### src/rtl/id_ex_stage_reg.sv
// ID/EX pipeline register: latches decoded control, operands, immediate,
// funct bits and register addresses from ID into EX. Adds a valid bit,
// hold for load-use stalls, bubble insertion on redirect, and saturating
// stall/flush event counters for performance debug.
module id_ex_stage_reg #(
    parameter int DATA_W  = 32,
    parameter int REG_AW  = 5,
    parameter int FUNCT_W = 10,
    parameter int ALUOP_W = 2,
    parameter int CNT_W   = 16
) (
    input  logic               clk_i,
    input  logic               rst_i,
    input  logic               stall_i,
    input  logic               flush_i,
    input  logic               cnt_clr_i,
    input  logic               valid_i,
    input  logic               RegWrite_i,
    input  logic               MemToReg_i,
    input  logic               MemRead_i,
    input  logic               MemWrite_i,
    input  logic               ALUSrc_i,
    input  logic [ALUOP_W-1:0] ALUOp_i,
    input  logic [DATA_W-1:0]  Readdata1_i,
    input  logic [DATA_W-1:0]  Readdata2_i,
    input  logic [DATA_W-1:0]  Imm_i,
    input  logic [FUNCT_W-1:0] ALU_i,
    input  logic [REG_AW-1:0]  Rd_i,
    input  logic [REG_AW-1:0]  Rs1_i,
    input  logic [REG_AW-1:0]  Rs2_i,
    output logic               valid_o,
    output logic               RegWrite_o,
    output logic               MemToReg_o,
    output logic               MemRead_o,
    output logic               MemWrite_o,
    output logic               ALUSrc_o,
    output logic [ALUOP_W-1:0] ALUOp_o,
    output logic [DATA_W-1:0]  Readdata1_o,
    output logic [DATA_W-1:0]  Readdata2_o,
    output logic [DATA_W-1:0]  Imm_o,
    output logic [FUNCT_W-1:0] ALU_o,
    output logic [REG_AW-1:0]  Rd_o,
    output logic [REG_AW-1:0]  Rs1_o,
    output logic [REG_AW-1:0]  Rs2_o,
    output logic [CNT_W-1:0]   stall_cnt_o,
    output logic [CNT_W-1:0]   flush_cnt_o
);

    localparam logic [CNT_W-1:0] CNT_MAX = '1;

    // A stall only counts when no flush overrides it in the same cycle.
    logic stall_eff;
    assign stall_eff = stall_i & ~flush_i;

    // Pipeline fields: reset and flush both insert an all-zero bubble (Rd=0
    // keeps forwarding harmless); stall holds; otherwise load. Side-effect
    // controls are gated by valid_i so an invalid slot can never write.
    always_ff @(posedge clk_i) begin
        if (rst_i || flush_i) begin
            valid_o     <= 1'b0;
            RegWrite_o  <= 1'b0;
            MemToReg_o  <= 1'b0;
            MemRead_o   <= 1'b0;
            MemWrite_o  <= 1'b0;
            ALUSrc_o    <= 1'b0;
            ALUOp_o     <= '0;
            Readdata1_o <= '0;
            Readdata2_o <= '0;
            Imm_o       <= '0;
            ALU_o       <= '0;
            Rd_o        <= '0;
            Rs1_o       <= '0;
            Rs2_o       <= '0;
        end else if (!stall_i) begin
            valid_o     <= valid_i;
            RegWrite_o  <= RegWrite_i & valid_i;
            MemToReg_o  <= MemToReg_i & valid_i;
            MemRead_o   <= MemRead_i  & valid_i;
            MemWrite_o  <= MemWrite_i & valid_i;
            ALUSrc_o    <= ALUSrc_i;
            ALUOp_o     <= ALUOp_i;
            Readdata1_o <= Readdata1_i;
            Readdata2_o <= Readdata2_i;
            Imm_o       <= Imm_i;
            ALU_o       <= ALU_i;
            Rd_o        <= Rd_i;
            Rs1_o       <= Rs1_i;
            Rs2_o       <= Rs2_i;
        end
    end

    // Saturating event counters; clear beats increment, reset beats clear.
    always_ff @(posedge clk_i) begin
        if (rst_i || cnt_clr_i) begin
            stall_cnt_o <= '0;
            flush_cnt_o <= '0;
        end else begin
            if (stall_eff && stall_cnt_o != CNT_MAX)
                stall_cnt_o <= stall_cnt_o + 1'b1;
            if (flush_i && flush_cnt_o != CNT_MAX)
                flush_cnt_o <= flush_cnt_o + 1'b1;
        end
    end

endmodule

### config.mk
export PLATFORM = sky130hd
export DESIGN_NAME = id_ex_stage_reg
export DESIGN_NICKNAME = d
export VERILOG_FILES = /design/src/rtl/id_ex_stage_reg.sv
export SDC_FILE = /design/constraint.sdc
export NUM_CORES = 1
export LEC_CHECK = 0
export ABC_AREA = 1
export CAP_MARGIN = 15
export CELL_PAD_IN_SITES_DETAIL_PLACEMENT = 0
export CELL_PAD_IN_SITES_GLOBAL_PLACEMENT = 2
export CORE_MARGIN = 8
export CORE_UTILIZATION = 22
export CTS_BUF_LIST = sky130_fd_sc_hd__clkbuf_8
export DETAILED_ROUTE_END_ITERATION = 8
export PLACE_DENSITY = 0.91
export SETUP_SLACK_MARGIN = 0.5
export SYNTH_ARGS = -nofsm -noshare
export SYNTH_HDL_FRONTEND = slang
export SYNTH_SLANG_ARGS = --single-unit
### constraint.sdc
create_clock -name clk_i -period 1.95 [get_ports clk_i]
set_input_delay 0.2925 -clock clk_i [delete_from_list [all_inputs] [get_ports clk_i]]
set_output_delay 0.2925 -clock clk_i [all_outputs]
set_load 0.02 [all_outputs]
==> impl_metrics.py <==
metrics = {
    "clock_network": {
        "cts.path.max_buffers": 2,
        "htreeDepth": 4,
        "clock-sinks": 161,
        "cts.clk_slew.worst_paths_ns": 0.10,
        "clk_latency_ns": 0.44,
        "cts_tree": "done",
        "cts_buffers": 17,
        "cts_root_buffer": "clkbuf_8",
    },
    "die": {
        "initial_core_util": 0.222,
        "dieArea_um2": 34400,
        "rows": 62,
        "io_pins": 295,
        "die_h_um": 185,
        "core_region_area_um2": 28500,
        "die_w_um": 185,
    },
    "setup_path": {
        "crit_chain": "ha_4 > nand2_4 > nor2_4 > nand2_4 > o21ai_4 > buf_12 > nand2_1 > nand2_1 > nor2_1",
        "cp_data_required_time_ns": 2.28,
        "rr_endpoint": "stall_cnt_o[3]$_SDFFE_PP0P_",
        "critPathTopFamily": "simple AND/OR/NAND/NOR gates",
        "critPathLaunchType": "register",
        "cp_num_buf_inv": 1,
        "r2r_start": "stall_cnt_o[0]$_SDFFE_PP0P_",
        "path_class": "reg2reg",
        "arrival_ns": 1.77,
        "cp_max_fo": 10,
        "crit_path_top_delay_cell": "dfxtp_4",
        "max_stage_delay_ns": 0.38,
        "end_kind": "register",
        "rrSetupSlack_ns": 0.51,
        "rr_worst_depth": 9,
    },
    "route": {
        "drtIter0Drc": 313,
        "drt_wl_total_um": 23300,
        "ant_nets": 0,
        "vias": 6475,
        "routed_via_density": 4.16,
        "drc_errors": 0,
        "first_pass_iters": 4,
        "wl_per_cell_um": 15.0,
    },
    "synthesis": {
        "yosys.area_share.adder": 0.00396,
        "ys_types": 24,
        "yosys_warnings": 0,
        "synth_area_per_cell_um2": 7.25,
        "seq_area_frac_synth": 0.510,
        "synthXorXnorAreaFrac": 0.00832,
        "yosys.area_share.simple": 0.301,
        "synth_area_leaders": "dfxtp_1, nand2_1, a21oi_1",
        "netlist_area_um2": 6320,
        "synth_fp_nets": 1008,
        "synth_top_family_by_area": "simple AND/OR/NAND/NOR gates",
        "yosysTopAreaCellShare": 0.510,
        "synthMuxAreaShare": 0,
        "yosys.area.top_type": "dfxtp_1",
        "synthCells": 872,
        "synth_compound_area_frac": 0.126,
        "synth-seq-cells": 161,
    },
    "sta": {
        "timing.hold.ws_ns": 0.316,
        "grt_setup_unrepaired": "yes",
        "tns_ns": 0,
        "finalCritPeriodShare": 0.740,
        "fin_crit_ns": 1.44,
        "drv_slew": 0,
        "hold_violations": 0,
        "max_slew.worst_pin.slew_ns": 0.456,
        "max_freq_mhz": 693,
        "fin_skew_ns": 0.0119,
        "relSlewSlack": 0.696,
        "setup_viol": 0,
    },
    "placement": {
        "numPortBuffers": 294,
        "dp.cells": 1520,
        "hpwl_um": 16700,
        "gp_congestion": 0.763,
    },
    "hold_path": {
        "min_path_type": "in2reg",
        "min_from": "stall_i",
        "whs_endpoint": "Rs1_o[0]$_SDFFE_PP0N_",
        "holdPathStages": 4,
    },
    "global_routing": {
        "grt_max_degree": 90,
        "grt_pass1_wl_um": 35300,
        "grt_pass1_vias": 6350,
        "grt_usage": 0.130,
        "antenna_found_initial": 0,
        "grt_overflow": 0,
    },
    "pwr": {
        "vdd_drop_max_uv": 383,
        "powerDensity_nw_per_um2": 735,
        "leakage_uw": 0.00400,
    },
    "flow_run": {
        "cap_violations": 0,
    },
    "cells_and_area": {
        "final_nets": 1297,
        "drive_gt1_frac": 0.240,
        "final_cell_mix": "nand2_1, a21oi_1, dfxtp_1",
        "areaGrowthSynthToFinish_pct": 57.6,
        "diodes": 0,
        "layoutNonFillerInstCount": 1557,
        "final_common_cell": "nand2_1",
    },
    "outcome": {
        "status": "finished, final reports clean",
    },
}
[kinds of logic after synthesis]
family	count (synthesis)
and+or+nand+nor	473
DFF	161
AOI/OAI and AO/OA	152
buffers and inverters	78
xor gates and xnor gates	6
adders and majority gates	2
[through the flow]
step / util / cell area (um^2) / total power (uW) / setup slack, ns
6_report: 0.350 / 9960 / 7320 / 0.508
5_1_grt: 0.350 / 9960 / 7690 / 0.433
4_1_cts: 0.362 / 10300 / 7500 / 0.383
3_5_place_dp: 0.343 / 9770 / 4480 / 0.160
3_3_place_gp: 0.343 / 9770 / 4480 / 0.192
2_1_floorplan: - / 6350 / 3900 / 0.505
[per-layer routing]
metal,vias to the layer above,share of wire,GRT usage
met5,-,0,0
met4,0,0.013,0.0394
met3,11,0.085,0.0492
met2,183,0.47,0.211
met1,2945,0.44,0.159
li1,3336,-,-
[Yosys cell counts (all sizes together)]
master / number
nand2: 355
dfxtp: 161
a21oi: 141
nor2: 92
inv: 31
clkbuf: 30
nand3: 20
buf: 17
o21ai: 6
xor2: 6
nand4: 5
o21bai: 4
ha: 2
a31oi: 1
or2: 1
[worst min-delay path, stage by stage]
cell and delay, ns:
buf_4 0.13, inv_4 0.14, nand2_1 0.10, a21oi_1 0.05
[sequential cells by signal, summed over array words and instances (netlist names)]
signal and count:
Imm_o 32, Readdata1_o 32, valid_o 1, flush_cnt_o 16, MemRead_o 1, MemToReg_o 1
Rs2_o 5, MemWrite_o 1, stall_cnt_o 16, Readdata2_o 32, RegWrite_o 1, Rs1_o 5
Rd_o 5, ALU_o 10, ALUSrc_o 1, ALUOp_o 2
[report_power, final]
part | internal, uW | total [uW] | switching (uW)
clock network | 1570 | 2980 | 1410
logic | 448 | 917 | 469
registers | 3370 | 3420 | 53.5
total | 5380 | 7320 | 1930
[what timing repair did]
item | CTS | global route
resized for setup | 458 | 130
endpoints found under the setup margin | 184 | 119
pin swaps | 2 | 4
gates cloned | 0 | 1
buffers inserted | 3 | 2
hold buffers | 0 | 0
[worst max-delay path by stage]
stage                                startpoint                          end  slack, ns  cells past startpoint
floorplan           stall_cnt_o[4]$_SDFFE_PP0P_  stall_cnt_o[1]$_SDFFE_PP0P_       0.50                      7
global placement                        flush_i  stall_cnt_o[9]$_SDFFE_PP0P_       0.19                      8
detailed placement                      flush_i  stall_cnt_o[9]$_SDFFE_PP0P_       0.16                      8
CTS                 flush_cnt_o[7]$_SDFFE_PP0P_               flush_cnt_o[7]       0.38                      1
global route        stall_cnt_o[1]$_SDFFE_PP0P_  stall_cnt_o[9]$_SDFFE_PP0P_       0.43                      9
finish              stall_cnt_o[0]$_SDFFE_PP0P_  stall_cnt_o[3]$_SDFFE_PP0P_       0.51                      9
[layout make-up]
class / instances / area [um^2]
Clock inverter: 14 / 236
Inverter: 31 / 119
Clock buffer: 17 / 234
Fill cell: 3053 / 18500
Sequential cell: 161 / 3280
Timing Repair Buffer: 317 / 2740
Tap cell: 384 / 480
Multi-Input combinational cell: 633 / 2860
No activity file was read; power rests on OpenSTA's default activity.
